$ cat config.mk
export PLATFORM = sky130hd
export DESIGN_NAME = disp_sched_flat
export DESIGN_NICKNAME = d
export VERILOG_FILES = /design/src/rtl/disp_sched_pkg.sv /design/src/rtl/disp_sched_if.sv /design/src/rtl/disp_sched_tick_gen.sv /design/src/rtl/disp_sched.sv /design/src/flat_wrapper.sv
export SDC_FILE = /design/constraint.sdc
export NUM_CORES = 1
export LEC_CHECK = 0
export CAP_MARGIN = 20
export CORE_ASPECT_RATIO = 1.2
export CORE_MARGIN = 5
export CORE_UTILIZATION = 54
export DETAILED_ROUTE_END_ITERATION = 7
export HOLD_SLACK_MARGIN = 0.12
export PLACE_DENSITY = 0.77
export SKIP_LAST_GASP = 1
export SYNTH_ARGS = -nofsm -noshare
export SYNTH_HDL_FRONTEND = slang
export SYNTH_SLANG_ARGS = --single-unit
$ cat constraint.sdc
create_clock -name clk -period 2.2 [get_ports clk]
set_input_delay 0.44 -clock clk [delete_from_list [all_inputs] [get_ports clk]]
set_output_delay 0.44 -clock clk [all_outputs]
set_load 0.02 [all_outputs]
$ cat src/rtl/disp_sched_pkg.sv
// Shared types and constants for the display scheduler: owner states,
// grant bit positions, the all-dark blank mask and a digit field helper.
package disp_sched_pkg;

    typedef enum logic [1:0] {
        ST_IDLE  = 2'd0,
        ST_TIME  = 2'd1,
        ST_MSG   = 2'd2,
        ST_ALERT = 2'd3
    } state_e;

    localparam int GNT_TIME  = 0;
    localparam int GNT_MSG   = 1;
    localparam int GNT_ALERT = 2;

    localparam logic [3:0] BLANK_ALL = 4'b1111;

    // Digit 0 is the rightmost nibble of a 4-digit word.
    function automatic logic [3:0] digit_at(input logic [15:0] word, input logic [1:0] idx);
        return word[{idx, 2'b00} +: 4];
    endfunction

endpackage

$ cat src/rtl/disp_sched_if.sv
// Requester-side inputs and scanner-side outputs of the display scheduler.
// The control FSM / bench is the master, the scheduler is the slave.
interface disp_sched_if;
    import disp_sched_pkg::*;

    logic        req_alert;
    logic [15:0] alert_code;
    logic        req_msg;
    logic [15:0] msg_code;
    logic        req_time;
    logic [15:0] time_digits;

    logic [3:0]  l0;
    logic [3:0]  l1;
    logic [3:0]  l2;
    logic [3:0]  l3;
    logic        letter_mode;
    logic [3:0]  blank_mask;
    logic [2:0]  grant;
    logic        msg_busy;

    modport master (
        output req_alert, alert_code, req_msg, msg_code, req_time, time_digits,
        input  l0, l1, l2, l3, letter_mode, blank_mask, grant, msg_busy
    );

    modport slave (
        input  req_alert, alert_code, req_msg, msg_code, req_time, time_digits,
        output l0, l1, l2, l3, letter_mode, blank_mask, grant, msg_busy
    );

endinterface

$ cat src/rtl/disp_sched_tick_gen.sv
// Cycle divider: counts enabled cycles and emits a one-cycle pulse on the
// DIV-th one. A synchronous clear takes priority and suppresses the pulse.
module sched_tick_gen #(
    parameter int unsigned DIV = 4
) (
    input  logic clk,
    input  logic rst_n,
    input  logic clr_i,
    input  logic en_i,
    output logic tick_o
);

    localparam int W = $clog2(DIV);
    localparam logic [W-1:0] LAST = W'(DIV - 1);

    logic [W-1:0] cnt_q, cnt_d;

    assign tick_o = en_i && !clr_i && (cnt_q == LAST);

    always_comb begin
        cnt_d = cnt_q;
        if (clr_i || tick_o) begin
            cnt_d = '0;
        end else if (en_i) begin
            cnt_d = cnt_q + W'(1);
        end
    end

    always_ff @(posedge clk or negedge rst_n) begin
        if (!rst_n) begin
            cnt_q <= '0;
        end else begin
            cnt_q <= cnt_d;
        end
    end

endmodule

$ cat src/rtl/disp_sched.sv
// Display scheduler: shares the 4-digit scanner between alert, message and
// run-time requesters by fixed priority, with blinking and digit blanking.
module disp_sched #(
    parameter int unsigned TICK_DIV  = 100000000,
    parameter int unsigned BLINK_DIV = 50000000,
    parameter int unsigned MSG_HOLD  = 3
) (
    input  logic         clk,
    input  logic         rst_n,
    disp_sched_if.slave  sched_if
);
    import disp_sched_pkg::*;

    localparam int HOLD_W = (MSG_HOLD > 1) ? $clog2(MSG_HOLD) : 1;
    localparam logic [HOLD_W-1:0] HOLD_LAST = HOLD_W'(MSG_HOLD - 1);

    state_e             state_q, state_d;
    logic [15:0]        msg_code_q, msg_code_d;
    logic               msg_busy_q, msg_busy_d;
    logic [HOLD_W-1:0]  hold_cnt_q, hold_cnt_d;
    logic               blink_off_q, blink_off_d;
    logic [15:0]        digits_q, digits_d;
    logic               letter_q, letter_d;
    logic [3:0]         blank_q, blank_d;
    logic [2:0]         grant_q, grant_d;

    logic               hold_tick, hold_expire, blink_tick, blink_run;
    logic [3:0]         t3, t2;

    // Hold cycles advance only on cycles that do not hand the display to ALERT.
    sched_tick_gen #(.DIV(TICK_DIV)) u_hold_tick (
        .clk    (clk),
        .rst_n  (rst_n),
        .clr_i  (sched_if.req_msg),
        .en_i   (msg_busy_q && !sched_if.req_alert),
        .tick_o (hold_tick)
    );

    sched_tick_gen #(.DIV(BLINK_DIV)) u_blink_tick (
        .clk    (clk),
        .rst_n  (rst_n),
        .clr_i  (!blink_run),
        .en_i   (1'b1),
        .tick_o (blink_tick)
    );

    assign hold_expire = hold_tick && (hold_cnt_q == HOLD_LAST);
    assign msg_code_d  = sched_if.req_msg ? sched_if.msg_code : msg_code_q;
    assign blink_run   = (state_q == ST_ALERT) && (state_d == ST_ALERT);
    assign t3          = digit_at(sched_if.time_digits, 2'd3);
    assign t2          = digit_at(sched_if.time_digits, 2'd2);

    always_comb begin
        msg_busy_d = msg_busy_q;
        hold_cnt_d = hold_cnt_q;
        if (sched_if.req_msg) begin
            msg_busy_d = 1'b1;
            hold_cnt_d = '0;
        end else if (hold_expire) begin
            msg_busy_d = 1'b0;
            hold_cnt_d = '0;
        end else if (hold_tick) begin
            hold_cnt_d = hold_cnt_q + HOLD_W'(1);
        end
    end

    always_comb begin
        if (sched_if.req_alert) begin
            state_d = ST_ALERT;
        end else if (msg_busy_d) begin
            state_d = ST_MSG;
        end else if (sched_if.req_time) begin
            state_d = ST_TIME;
        end else begin
            state_d = ST_IDLE;
        end
    end

    // Outputs are computed for the state being entered so they land with it.
    always_comb begin
        digits_d    = '0;
        letter_d    = 1'b0;
        blank_d     = BLANK_ALL;
        grant_d     = '0;
        blink_off_d = 1'b0;
        case (state_d)
            ST_ALERT: begin
                digits_d           = sched_if.alert_code;
                letter_d           = 1'b1;
                blink_off_d        = blink_run && (blink_tick ? !blink_off_q : blink_off_q);
                blank_d            = blink_off_d ? BLANK_ALL : 4'b0000;
                grant_d[GNT_ALERT] = 1'b1;
            end
            ST_MSG: begin
                digits_d         = msg_code_d;
                letter_d         = 1'b1;
                blank_d          = 4'b0000;
                grant_d[GNT_MSG] = 1'b1;
            end
            ST_TIME: begin
                digits_d = sched_if.time_digits;
                for (int i = 0; i < 4; i++) begin
                    blank_d[i] = digit_at(sched_if.time_digits, 2'(i)) > 4'd9;
                end
                if (t3 == 4'd0) begin
                    blank_d[3] = 1'b1;
                    if (t2 == 4'd0) begin
                        blank_d[2] = 1'b1;
                    end
                end
                grant_d[GNT_TIME] = 1'b1;
            end
            default: begin
                digits_d = '0;
            end
        endcase
    end

    always_ff @(posedge clk or negedge rst_n) begin
        if (!rst_n) begin
            state_q     <= ST_IDLE;
            msg_code_q  <= '0;
            msg_busy_q  <= 1'b0;
            hold_cnt_q  <= '0;
            blink_off_q <= 1'b0;
            digits_q    <= '0;
            letter_q    <= 1'b0;
            blank_q     <= BLANK_ALL;
            grant_q     <= '0;
        end else begin
            state_q     <= state_d;
            msg_code_q  <= msg_code_d;
            msg_busy_q  <= msg_busy_d;
            hold_cnt_q  <= hold_cnt_d;
            blink_off_q <= blink_off_d;
            digits_q    <= digits_d;
            letter_q    <= letter_d;
            blank_q     <= blank_d;
            grant_q     <= grant_d;
        end
    end

    assign sched_if.l0          = digit_at(digits_q, 2'd0);
    assign sched_if.l1          = digit_at(digits_q, 2'd1);
    assign sched_if.l2          = digit_at(digits_q, 2'd2);
    assign sched_if.l3          = digit_at(digits_q, 2'd3);
    assign sched_if.letter_mode = letter_q;
    assign sched_if.blank_mask  = blank_q;
    assign sched_if.grant       = grant_q;
    assign sched_if.msg_busy    = msg_busy_q;

endmodule

$ cat src/flat_wrapper.sv
// flat-port wrapper written by rule: the top's interface ports become plain ports
module disp_sched_flat import disp_sched_pkg::*;
#(
    parameter int unsigned TICK_DIV  = 100000000,
    parameter int unsigned BLINK_DIV = 50000000,
    parameter int unsigned MSG_HOLD  = 3
)
  (clk, rst_n, sched_if_req_alert, sched_if_alert_code, sched_if_req_msg, sched_if_msg_code, sched_if_req_time, sched_if_time_digits, sched_if_l0, sched_if_l1, sched_if_l2, sched_if_l3, sched_if_letter_mode, sched_if_blank_mask, sched_if_grant, sched_if_msg_busy);
  disp_sched_if sched_if_i ();
  input  logic clk;
  input  logic rst_n;
  input wire logic [$bits(sched_if_i.req_alert)-1:0] sched_if_req_alert;
  input wire logic [$bits(sched_if_i.alert_code)-1:0] sched_if_alert_code;
  input wire logic [$bits(sched_if_i.req_msg)-1:0] sched_if_req_msg;
  input wire logic [$bits(sched_if_i.msg_code)-1:0] sched_if_msg_code;
  input wire logic [$bits(sched_if_i.req_time)-1:0] sched_if_req_time;
  input wire logic [$bits(sched_if_i.time_digits)-1:0] sched_if_time_digits;
  output wire logic [$bits(sched_if_i.l0)-1:0] sched_if_l0;
  output wire logic [$bits(sched_if_i.l1)-1:0] sched_if_l1;
  output wire logic [$bits(sched_if_i.l2)-1:0] sched_if_l2;
  output wire logic [$bits(sched_if_i.l3)-1:0] sched_if_l3;
  output wire logic [$bits(sched_if_i.letter_mode)-1:0] sched_if_letter_mode;
  output wire logic [$bits(sched_if_i.blank_mask)-1:0] sched_if_blank_mask;
  output wire logic [$bits(sched_if_i.grant)-1:0] sched_if_grant;
  output wire logic [$bits(sched_if_i.msg_busy)-1:0] sched_if_msg_busy;
  assign sched_if_i.req_alert = sched_if_req_alert;
  assign sched_if_i.alert_code = sched_if_alert_code;
  assign sched_if_i.req_msg = sched_if_req_msg;
  assign sched_if_i.msg_code = sched_if_msg_code;
  assign sched_if_i.req_time = sched_if_req_time;
  assign sched_if_i.time_digits = sched_if_time_digits;
  assign sched_if_l0 = sched_if_i.l0;
  assign sched_if_l1 = sched_if_i.l1;
  assign sched_if_l2 = sched_if_i.l2;
  assign sched_if_l3 = sched_if_i.l3;
  assign sched_if_letter_mode = sched_if_i.letter_mode;
  assign sched_if_blank_mask = sched_if_i.blank_mask;
  assign sched_if_grant = sched_if_i.grant;
  assign sched_if_msg_busy = sched_if_i.msg_busy;
  disp_sched #(.TICK_DIV(TICK_DIV), .BLINK_DIV(BLINK_DIV), .MSG_HOLD(MSG_HOLD)) u_core (.clk(clk), .rst_n(rst_n), .sched_if(sched_if_i));
endmodule
==> impl_metrics.json, run 1 <==
{
  "status": "finished clean",
  "dieHeight_um": 117,
  "portBuffers": 77,
  "hold_path_class": "in -> async",
  "clock-sinks": 98,
  "pwr-share-seq_pct": 49.2,
  "grt_use_total_pct": 21.0,
  "irDropWorstVdd_v": 0.000394,
  "cts_tree": "built",
  "clock_skew_ns": 0.0105,
  "synth_seq_cells": 98,
  "route.antenna.remaining_nets": 0,
  "async_flop_share_pct": 100,
  "syn_inst": 503,
  "mostFrequentLayoutCells": "dfrtp_1, clkdlybuf4s50_1, nor2_1",
  "clock-root-buffer": "clkbuf_16",
  "rows": 39,
  "rsz0062_at_grt": "no",
  "fin_nets": 645,
  "ys.flop_type": "dfrtp_1",
  "via_count": 4112,
  "routabilityCongestion": 0.844,
  "drv_slew": 0,
  "finalSetupTns_ns": 0,
  "crit_arrival_ns": 2.28,
  "dr.pass1.iters": 4,
  "areaGrowthSynthToFinish_pct": 24.1,
  "grt_overflow": 0,
  "fill_cells": 712,
  "clockBufferDepth": 2,
  "htree_levels": 3,
  "intPower_mw": 2.93,
  "period_minus_slack_ns": 2.03,
  "diodes": 0,
  "start_util_pct": 54.6,
  "routedWlPerCell_um": 16.1,
  "grt_pass1_vias": 4142,
  "clk_pin_slew_ns": 0.07,
  "switching_share_pct": 23.8,
  "crit_path_start_kind": "input pin",
  "dp_hpwl_um": 8180,
  "ff_latch_area_um2": 2460,
  "drt-total-wl_um": 11600,
  "final_common_cell": "dfrtp_1",
  "synth_fp_nets": 558,
  "antenna_found_initial": 0,
  "die_x_um": 99.1,
  "worst-r2r-setup-slack_ns": 0.18,
  "worst_r2r_path_depth": 6,
  "synth-edff-count": 0,
  "required_ns": 2.45,
  "pwr-share-clk_pct": 38.0,
  "cap_violations": 0,
  "power_frac_comb_pct": 12.9,
  "synth_area_um2": 5140,
  "cts-buffers-inserted": 9,
  "p_switching_mw": 0.918,
  "cellLeakagePower_nw": 2.73,
  "tightest_slew_ns": 0.672,
  "drive_above_1_share_pct": 16.8,
  "worstSetupEndpointType": "register",
  "post_layout_nonfiller_instances": 717,
  "max_freq_mhz": 493,
  "total_power_mw": 3.85,
  "grt_max_degree": 56,
  "synth_warnings": 0,
  "multi_input_area_um2": 2380,
  "num_io_pins": 78,
  "yosysUniqueCellTypes": 52,
  "synth_area_per_cell_um2": 10.2,
  "finalSetupViolCount": 0,
  "hold_viol": 0,
  "cp_max_fo": 15,
  "cts_hold_buf": 0,
  "pwr_density_cell_nw_per_um2": 604,
  "grt_pass1_wl_um": 19700,
  "critical_path_class": "in -> reg",
  "dieArea_um2": 11600,
  "post-cts-setup-buffers": 0,
  "drc": 0,
  "ys_seq_area_share_pct": 47.8,
  "avgViaCountPerCell": 5.74,
  "slew_headroom_pct": 55.2,
  "core_area_um2": 9420,
  "drt_iter0_drc": 189,
  "period_share_pct": 92.3,
  "clock_latency_ns": 0.34,
  "place_inst": 702
}
-- cell usage after synthesis, drive strengths merged (2+ instances only) --
cell type / instances / area share (%)
and3: 15 / 1.9
mux2: 16 / 3.5
nor4: 24 / 3.7
xor2: 37 / 6.3
and2: 3 / 0.37
nand4b: 3 / 0.51
a211oi: 16 / 3.7
or2: 3 / 0.37
and4: 4 / 0.71
dfstp: 4 / 2.0
a221oi: 16 / 2.7
buf: 12 / 2.0
nor4b: 3 / 0.51
xnor2: 13 / 2.2
inv: 22 / 1.6
nor2: 66 / 4.8
nor3: 2 / 0.29
ha: 2 / 0.49
nand4: 18 / 2.6
mux2i: 3 / 0.58
o21ai: 9 / 0.88
clkbuf: 16 / 2.1
and3b: 2 / 0.37
nand2: 35 / 2.6
a21oi: 33 / 3.2
dfrtp: 94 / 46
nand3: 20 / 1.9
-- area by class of cell --
class,instances,share of cell area (%)
flip-flops and latches,98,38.5
multi-input cells,353,37.4
repair buffers,105,15.9
clock buffers,11,3.96
well taps,123,2.41
inverters,23,1.35
clock inverters,4,0.432
-- per-layer routing --
| metal | vias to the layer above | track usage (%) | share of wire, % |
|---|---|---|---|
| met2 | 136 | 34.4 | 50 |
| met3 | 19 | 3.50 | 5.1 |
| met5 | - | 0 | 0 |
| li1 | 1950 | - | - |
| met1 | 2007 | 27.4 | 43 |
| met4 | 0 | 10.1 | 2.0 |
-- worst paths after layout --
kind / end / start
worst min-delay path: u_core.u_blink_tick.cnt_q[13] / rst_n
min in group clk: u_core.msg_code_q[14] / u_core.msg_code_q[14]
max in group asynchronous: u_core.msg_code_q[1] / rst_n
worst min register to register: u_core.msg_code_q[14] / u_core.msg_code_q[14]
worst max register to register: u_core.digits_q[6] / u_core.u_hold_tick.cnt_q[0]
worst max-delay path: u_core.digits_q[6] / sched_if_req_msg
-- sequential cells by signal, indices dropped and copies added, names as in the netlist --
register                     cells
u_core.u_hold_tick.cnt_q        27
u_core.u_blink_tick.cnt_q       26
u_core.digits_q                 16
u_core.msg_code_q               16
u_core.sched_if.blank_mask       4
u_core.sched_if.grant            3
u_core.hold_cnt_q                2
u_core.blink_off_q               1
u_core.sched_if.letter_mode      1
u_core.sched_if.msg_busy         1
u_core.state_q                   1
-- metrics by stage --
stage                     setup slack (ns)  hold slack, ns  instance area [um^2]  utilization (%)
after floorplan                      0.333           0.144                  5140                -
after global placement              -0.165           0.484                  6080             64.6
after detailed placement            -0.213           0.485                  6080             64.6
after CTS                           0.0865           0.163                  6360             67.5
after global routing                0.0759           0.192                  6380             67.7
final                                0.170           0.145                  6380             67.7
-- what timing repair did --
item / in CTS / in global routing
resized for setup: 0 / 3
setup endpoints to repair: 0 / 14
hold endpoints to repair: 0 / 0
-- power by group through the flow --
stage	sequential [mW]	combinational (mW)	clock, mW
after detailed placement	1.92	0.496	0
final	1.89	0.495	1.46
after global placement	1.93	0.485	0
after CTS	1.89	0.499	1.49
after floorplan	1.96	0.207	0
after global routing	1.90	0.541	1.56
-- cell families after synthesis --
group	Yosys count	synth area share, %
and+or+nand+nor	203	21.6
DFF	98	47.8
AOI/OAI and AO/OA	79	11.4
buffers and inverters	52	6.01
xor gates and xnor gates	50	8.52
muxes	19	4.09
adders and majority gates	2	0.487
-- worst max-delay path, stage by stage --
cell             delay (ns)
clkdlybuf4s50_1        0.45
nor4b_2                0.29
nand4_2                0.17
nor4_4                 0.27
buf_4                  0.30
nor4_1                 0.10
a211oi_2               0.26
No activity file was read; power rests on OpenSTA's default activity.
==> inputs of run 2 (changes only) <==
Settings changed: MAX_ROUTING_LAYER from default to met4.
==> run 2 against run 1 <==
Effect of this change:
- first-iteration DRC count increased by 17%
- clock skew decreased by 0.0023 ns
- sequential cell count unchanged
- clock power about the same
- worst hold slack got worse by 0.0058 ns
- power about the same
- clock-buffer cell count unchanged
- non-clock buffer count unchanged
- critical path type is now reg -> reg
- largest cell class unchanged
==> impl_metrics.json, run 2 (synthesized netlist as in run 1, its figures left out) <==
{
  "cap_violations": 0,
  "timing.hold.ws_ns": 0.139,
  "rsz0062_at_grt": "no",
  "routabilityCongestion": 0.857,
  "antenna_found_initial": 0,
  "cts_tree": "built",
  "critical_path_class": "reg -> reg",
  "cp_top_family": "simple AND/OR/NAND/NOR gates",
  "cts-buffers-inserted": 9,
  "fin_nets": 645,
  "drive_above_1_share_pct": 16.8,
  "num_io_pins": 78,
  "final_common_cell": "dfrtp_1",
  "slew_headroom_pct": 55.6,
  "dieHeight_um": 117,
  "irDropWorstVdd_v": 0.000399,
  "largest_reg_flops": 27,
  "regMostFlops": "u_core.u_hold_tick.cnt_q",
  "grt_max_degree": 56,
  "gr-usage-met3_pct": 2.90,
  "clock_latency_ns": 0.34,
  "clock-root-buffer": "clkbuf_16",
  "hold_path_class": "in -> async",
  "finalSetupViolCount": 0,
  "grt_pass1_vias": 4143,
  "grt_pass1_wl_um": 19700,
  "start_util_pct": 54.6,
  "final_core_util_pct": 67.7,
  "clock-sinks": 98,
  "die_x_um": 99.1,
  "dp_hpwl_um": 8180,
  "slowest_delay_ns": 0.41,
  "tightest_slew_ns": 0.666,
  "required_ns": 2.45,
  "drt-total-wl_um": 11600,
  "pwr_density_cell_nw_per_um2": 604,
  "clockBufferDepth": 2,
  "diodes": 0,
  "grt_overflow": 0,
  "reg2reg_from": "u_core.u_hold_tick.cnt_q[0]",
  "htree_levels": 3,
  "clock_skew_ns": 0.00824,
  "crit_path_start_kind": "register",
  "worstSetupEndpointType": "register",
  "period_minus_slack_ns": 2.02,
  "portBuffers": 77,
  "cp-startpoint": "u_core.u_hold_tick.cnt_q[0]",
  "max_freq_mhz": 494,
  "hold_viol": 0,
  "cts_hold_buf": 0,
  "drv_slew": 0,
  "dpl_cell_area_um2": 6080,
  "setup_slack_ns": 0.176,
  "route.antenna.remaining_nets": 0,
  "design_area_um2": 6380,
  "slowest_stage": "dfrtp_1",
  "core_area_um2": 9420,
  "place_ws_ns": -0.213,
  "gr-max-usage-layer": "met2",
  "cellLeakagePower_nw": 2.73,
  "cp_max_fo": 15,
  "clk_pin_slew_ns": 0.07,
  "dieArea_um2": 11600,
  "post-cts-setup-buffers": 0,
  "grt_use_total_pct": 21.7,
  "routedWlPerCell_um": 16.2,
  "rows": 39,
  "dr.pass1.iters": 5,
  "crit_arrival_ns": 2.27,
  "crit_chain": "ha_1, nand4_4, nor4_4, buf_4, nor4_1, a211oi_2",
  "drt_iter0_drc": 222,
  "via_count": 4126,
  "avgViaCountPerCell": 5.75,
  "drc": 0,
  "cp_num_buf_inv": 1,
  "reg_top3": "u_core.u_hold_tick.cnt_q (27), u_core.u_blink_tick.cnt_q (26)",
  "areaGrowthSynthToFinish_pct": 24.1,
  "grt_util_met2_pct": 34.4,
  "mostFrequentLayoutCells": "dfrtp_1, clkdlybuf4s50_1, nor2_1",
  "status": "finished clean",
  "period_share_pct": 92.0,
  "grt_use_met1_pct": 27.8
}
[run 2: final timing paths]
path	cells past startpoint	slack [ns]	to
max	6	0.18	u_core.digits_q[6]
min	1	0.14	u_core.u_blink_tick.cnt_q[13]
max in group asynchronous	2	1.49	u_core.msg_code_q[15]
min reg2reg	1	0.50	u_core.msg_code_q[14]
max reg2reg	6	0.18	u_core.digits_q[6]
min in group clk	1	0.50	u_core.msg_code_q[14]
[run 2: per-layer routing]
layer / vias to the layer above / wire length, um / part of all wire [%]
li1: 1949 / - / -
met1: 2012 / 4930 / 42
met2: 141 / 5820 / 50
met3: 24 / 611 / 5.3
met4: 0 / 240 / 2.1
met5: - / 0 / 0
[run 2: through the flow]
stage | std cells | power (mW) | TNS [ns]
after global routing | 717 | 4.00 | 0
after floorplan | 503 | 2.17 | 0
after CTS | 717 | 3.89 | 0
after global placement | 702 | 2.41 | -4.73
final | 717 | 3.85 | 0
after detailed placement | 702 | 2.42 | -6.04
[run 2: what timing repair did]
item	4_1_cts	5_1_grt
resized for setup	0	3
hold endpoints to repair	0	0
endpoints found under the setup margin	0	14
[run 2: report_power, final]
| group | leakage [nW] | internal [mW] | switching [mW] |
|---|---|---|---|
| registers | 1.27 | 1.87 | 0.0257 |
| clock network | 0.141 | 0.821 | 0.640 |
| logic | 1.31 | 0.243 | 0.253 |
| total | 2.73 | 2.93 | 0.918 |
[run 2: area by class of cell]
class | instances | area (um^2)
Fill cell | 712 | 3040
Clock inverter | 4 | 27.5
Tap cell | 123 | 154
Multi-Input combinational cell | 353 | 2380
Inverter | 23 | 86.3
Clock buffer | 11 | 253
Timing Repair Buffer | 105 | 1010
Sequential cell | 98 | 2460
